## config.mk

```make
export PLATFORM = sky130hd
export DESIGN_NAME = wb_commit_queue
export DESIGN_NICKNAME = d
export VERILOG_FILES = /design/src/rtl/wb_commit_queue.sv
export SDC_FILE = /design/constraint.sdc
export NUM_CORES = 1
export LEC_CHECK = 0
export CAP_MARGIN = 15
export CORE_MARGIN = 4
export CORE_UTILIZATION = 27
export DETAILED_ROUTE_END_ITERATION = 16
export GPL_ROUTABILITY_DRIVEN = 0
export PLACE_DENSITY = 0.41
export SLEW_MARGIN = 20
export SYNTH_ARGS = -nofsm -noshare
export SYNTH_HDL_FRONTEND = slang
export SYNTH_SLANG_ARGS = --single-unit
```

## constraint.sdc

```tcl
create_clock -name clk -period 3.85 [get_ports clk]
set_input_delay 0.5775 -clock clk [delete_from_list [all_inputs] [get_ports clk]]
set_output_delay 0.5775 -clock clk [all_outputs]
set_load 0.1 [all_outputs]
```

## src/rtl/wb_commit_queue.sv

```systemverilog
// Writeback commit queue: buffers register writebacks in order, drains one per cycle
// into a registered write port, and forwards pending values to two read ports.
module wb_commit_queue #(
  parameter int unsigned DEPTH = 4,
  parameter int unsigned XLEN  = 32
) (
  input  logic                   clk,
  input  logic                   rst,
  input  logic                   in_valid,
  output logic                   in_ready,
  input  logic [4:0]             in_rd,
  input  logic [XLEN-1:0]        in_data,
  input  logic                   drain_hold,
  output logic                   wb_en,
  output logic [4:0]             W_rd_index,
  output logic [XLEN-1:0]        wb_data,
  input  logic [4:0]             rs1_index,
  input  logic [4:0]             rs2_index,
  output logic                   rs1_hit,
  output logic                   rs2_hit,
  output logic [XLEN-1:0]        rs1_fwd_data,
  output logic [XLEN-1:0]        rs2_fwd_data,
  output logic [$clog2(DEPTH):0] count,
  output logic                   empty
);

  localparam int unsigned PW = $clog2(DEPTH);
  localparam int unsigned CW = PW + 1;

  logic [4:0]      r_rd   [DEPTH];
  logic [XLEN-1:0] r_data [DEPTH];
  logic [PW-1:0]   r_head;
  logic [PW-1:0]   r_tail;
  logic [CW-1:0]   r_count;
  logic            r_wb_en;
  logic [4:0]      r_wb_idx;
  logic [XLEN-1:0] r_wb_data;

  logic w_push;
  logic w_pop;

  assign in_ready   = (r_count < CW'(DEPTH));
  assign empty      = (r_count == '0);
  assign count      = r_count;
  assign wb_en      = r_wb_en;
  assign W_rd_index = r_wb_idx;
  assign wb_data    = r_wb_data;

  // Writes to x0 complete the handshake but are never stored.
  assign w_push = in_valid && in_ready && (in_rd != '0);
  assign w_pop  = !empty && !drain_hold;

  // Entry validity comes from head/count, so storage needs no reset.
  always_ff @(posedge clk) begin
    if (w_push) begin
      r_rd[r_tail]   <= in_rd;
      r_data[r_tail] <= in_data;
    end
  end

  always_ff @(posedge clk or negedge rst) begin
    if (!rst) begin
      r_head    <= '0;
      r_tail    <= '0;
      r_count   <= '0;
      r_wb_en   <= 1'b0;
      r_wb_idx  <= '0;
      r_wb_data <= '0;
    end else begin
      if (w_push) r_tail <= r_tail + 1'b1;
      if (w_pop) begin
        r_head    <= r_head + 1'b1;
        r_wb_en   <= 1'b1;
        r_wb_idx  <= r_rd[r_head];
        r_wb_data <= r_data[r_head];
      end else begin
        r_wb_en   <= 1'b0;
      end
      case ({w_push, w_pop})
        2'b10:   r_count <= r_count + 1'b1;
        2'b01:   r_count <= r_count - 1'b1;
        default: r_count <= r_count;
      endcase
    end
  end

  // Scan oldest to youngest so the youngest match overrides; the output
  // register is only consulted when no queued entry matches.
  function automatic logic [XLEN:0] f_fwd(input logic [4:0] idx);
    logic          hit;
    logic [XLEN-1:0] d;
    logic [PW-1:0] slot;
    hit = 1'b0;
    d   = '0;
    if (idx != '0) begin
      for (int unsigned k = 0; k < DEPTH; k++) begin
        slot = r_head + PW'(k);
        if ((CW'(k) < r_count) && (r_rd[slot] == idx)) begin
          hit = 1'b1;
          d   = r_data[slot];
        end
      end
      if (!hit && r_wb_en && (r_wb_idx == idx)) begin
        hit = 1'b1;
        d   = r_wb_data;
      end
    end
    return {hit, d};
  endfunction

  always_comb begin
    {rs1_hit, rs1_fwd_data} = f_fwd(rs1_index);
    {rs2_hit, rs2_fwd_data} = f_fwd(rs2_index);
  end

endmodule
```

==> results.md <==
- Status: finished with violations
- Failing checks: setup timing
- Crit path capture type: primary output
- Largest area contributor in the netlist: edfxtp_1
- YS warnings: 0
- CTS tree: done
- Fillers: 4776
- Detailed Routing Iterations Pass 1: 6
- Place WS: -0.124 ns
- Final setup viols: 65
- Slew Limit Headroom: 23.6%
- Number of buffers and inverters on the critical path: 5
- HPWL after DPL: 34500 um
- Syn Area/Cell: 10.2 sq um
- Slew Viols, Final: 0
- Antenna viol nets, final: 0
- Clock Skew: 0.00906 ns
- Synthesized area: 13600 sq um
- CP Launch Type: flip-flop
- Final worst slack: -0.389 ns
- Post-detailed-routing wire length: 54600 um
- Worst EP required: 3.27 ns
- Post-synth EDFFs: 148
- Most frequent cell after synthesis: edfxtp_1
- Top cell type's share of synthesized area: 32.7%
- Worst-Margin Slew: 1.14 ns
- Period utilization: 110%
- WS Path Type: reg2out
- Slowest CP cell: dfrtp_4
- Core ar.: 50000 sq um
- HP Class: in2async
- Max-cap violations: 0
- Via-per-instance ratio: 5.38
- Worst path top cell family by delay: compound AO/OA/AOI/OAI gates
- Netlist cell types: 54
- Sequential element share of the synthesized area: 40.9%
- Vias in the first global route: 12300
- Mapped Cells: 1339
- CP max FO: 16
- Total GRT Usage: 19.8%
- Average wire per standard cell: 24.4 um
- Via count: 12000
- Io pins: 160
- CTS Hold Buffers Added: 0
- Hold Fails Final Rpt: 0
- Minimum clock period: 4.24 ns
- Clk sinks: 193
- FP Rows: 82
- H-Tree Depth: 4
- Total grt overflow: 0
- Critical Path, Cell by Cell: buf_6 > buf_8 > buf_6 > mux4_2 > xor2_2 > a211oi_4 > a211o_4 > buf_12 > o2111ai_2 > o221ai_2 > a21oi_4 > buf_12
- Global-route wire length before repair: 80300 um
- Max frequency: 236 MHz
- Initial DRC count: 786
- Largest stage delay on the critical path: 0.53 ns
- CTS max path bufs: 2
- Synthesized flop and latch total: 193
- Layout cells sized above 1: 35.9%
- Synth area leaders: edfxtp_1 33%, dfrtp_1 8.3%, mux2i_1 6.2%, a211oi_1 5.1%, a21oi_1 3.7%
- Initial antenna violation count: 2
- Area Growth Syn to Fin: 49.3%
- Initial core utilization: 27.2%
- Full die area: 54100 sq um
- Die span in y: 233 um
- Synth top cells by count: 148 x edfxtp_1, 125 x nand2_1, 100 x a21oi_1, 100 x clkbuf_1, 93 x a211oi_1
- Total nets after synthesis: 1399
- Number of port buffers: 159
- Clk slew on worst S/H paths: 0.08 ns
- Clock root buffer: clkbuf_16
- Skew-Pair Late Insertion Delay: 0.47 ns
- Post-synth top flop: edfxtp_1
- Fraction of registers with async set/reset: 23.3%
- Largest net degree at the start of global routing: 113
- RSZ-0062 raised after global routing: yes
- NumNets Final: 1609
- Die width: 233 um
- Number of CTS-inserted buffers: 17
- CP arrival: 3.66 ns
- Remaining routing DRC violations: 0
[logic make-up (layout without fill, tap and decap cells)]
group / Yosys count / count (layout) / share of synthesized area, %
AOI/OAI and AO/OA: 431 / 431 / 24.8
and+or+nand+nor: 366 / 366 / 13.1
DFF: 193 / 193 / 40.9
buffers and inverters: 153 / 376 / 4.89
muxes: 136 / 136 / 12.1
xor gates and xnor gates: 51 / 51 / 3.28
adders and majority gates: 9 / 9 / 0.827
other: 0 / 1 / 0
[layer usage]
layer	vias up	GRT usage (%)	wire, um	share of wire [%]
met2	340	33.2	26200	48
met5	-	0	0	0
li1	5598	-	-	-
met4	0	5.90	1180	2.2
met1	6027	26.2	24500	45
met3	64	3.62	2740	5.0
[path summary, 6_finish.rpt]
kind | from | end | slack, ns | cells after the start
worst max-delay path | r_head[0] | rs2_fwd_data[15] | -0.39 | 12
worst min-delay path | rst | count[0] | 0.11 | 1
worst max register to register | r_head[1] | wb_data[6] | 1.32 | 5
worst min register to register | wb_data[22] | wb_data[22] | 0.54 | 2
max in group asynchronous | rst | wb_data[17] | 3.04 | 2
min in group clk | wb_data[22] | wb_data[22] | 0.54 | 2
[through the flow]
| stage | cell area (sq um) | util (%) | cells | hold WS, ns | setup TNS [ns] |
|---|---|---|---|---|---|
| 6_report | 20300 | 40.7 | 2235 | 0.114 | -18.12 |
| 4_1_cts | 20100 | 40.3 | 2234 | 0.328 | -20.34 |
| 3_3_place_gp | 18200 | 36.4 | 2163 | 0.523 | -2.65 |
| 3_5_place_dp | 18200 | 36.4 | 2163 | 0.527 | -2.10 |
| 2_1_floorplan | 14200 | - | 1339 | 0.282 | 0 |
| 5_1_grt | 20300 | 40.7 | 2235 | 0.126 | -25.87 |
[cell usage in the layout (no fill, tap or decap), types with 18 or more instances in the layout]
cell type,netlist,routed
xor2_1,25,23
mux2i_1,84,80
mux2_2,35,35
o221ai_2,29,43
a211oi_1,93,93
xnor2_1,26,24
buf_4,3,95
buf_12,0,108
clkdlybuf4s50_1,0,91
nor2b_1,35,34
nand2_1,125,115
nor2_1,46,41
or3_1,32,30
o21ai_0,74,72
buf_6,4,21
a21oi_4,0,64
dfrtp_1,45,42
nand3_1,65,54
clkbuf_16,0,18
a211o_1,31,31
o2111ai_2,29,19
a21oi_1,100,63
edfxtp_1,148,148
[registers in the layout (all words and copies together) (netlist names)]
name / cells
count: 3
r_data: 128
W_rd_index: 5
r_rd: 20
wb_data: 32
r_head: 2
wb_en: 1
r_tail: 2
[layout make-up]
type	instances	area [sq um]	area share [%]
Timing Repair Buffer	334	4430	21.8
Antenna cell	1	2.50	0.0123
Sequential cell	193	5580	27.4
Tap cell	672	841	4.14
Clock buffer	17	425	2.09
Clock inverter	15	199	0.979
Inverter	10	41.3	0.203
Multi-Input combinational cell	993	8810	43.3
[repair_timing]
| item | CTS | global route |
|---|---|---|
| setup buffers | 33 | 2 |
| cloned | 12 | 2 |
| gates resized for setup | 164 | 34 |
| setup endpoints to repair | 66 | 66 |
| hold endpoints to repair | 0 | 0 |
| pin swaps | 69 | 37 |
Power is left out: the tool's default activity adds up to more than one toggle a clock period on the data nets, which glitch-free logic cannot reach.
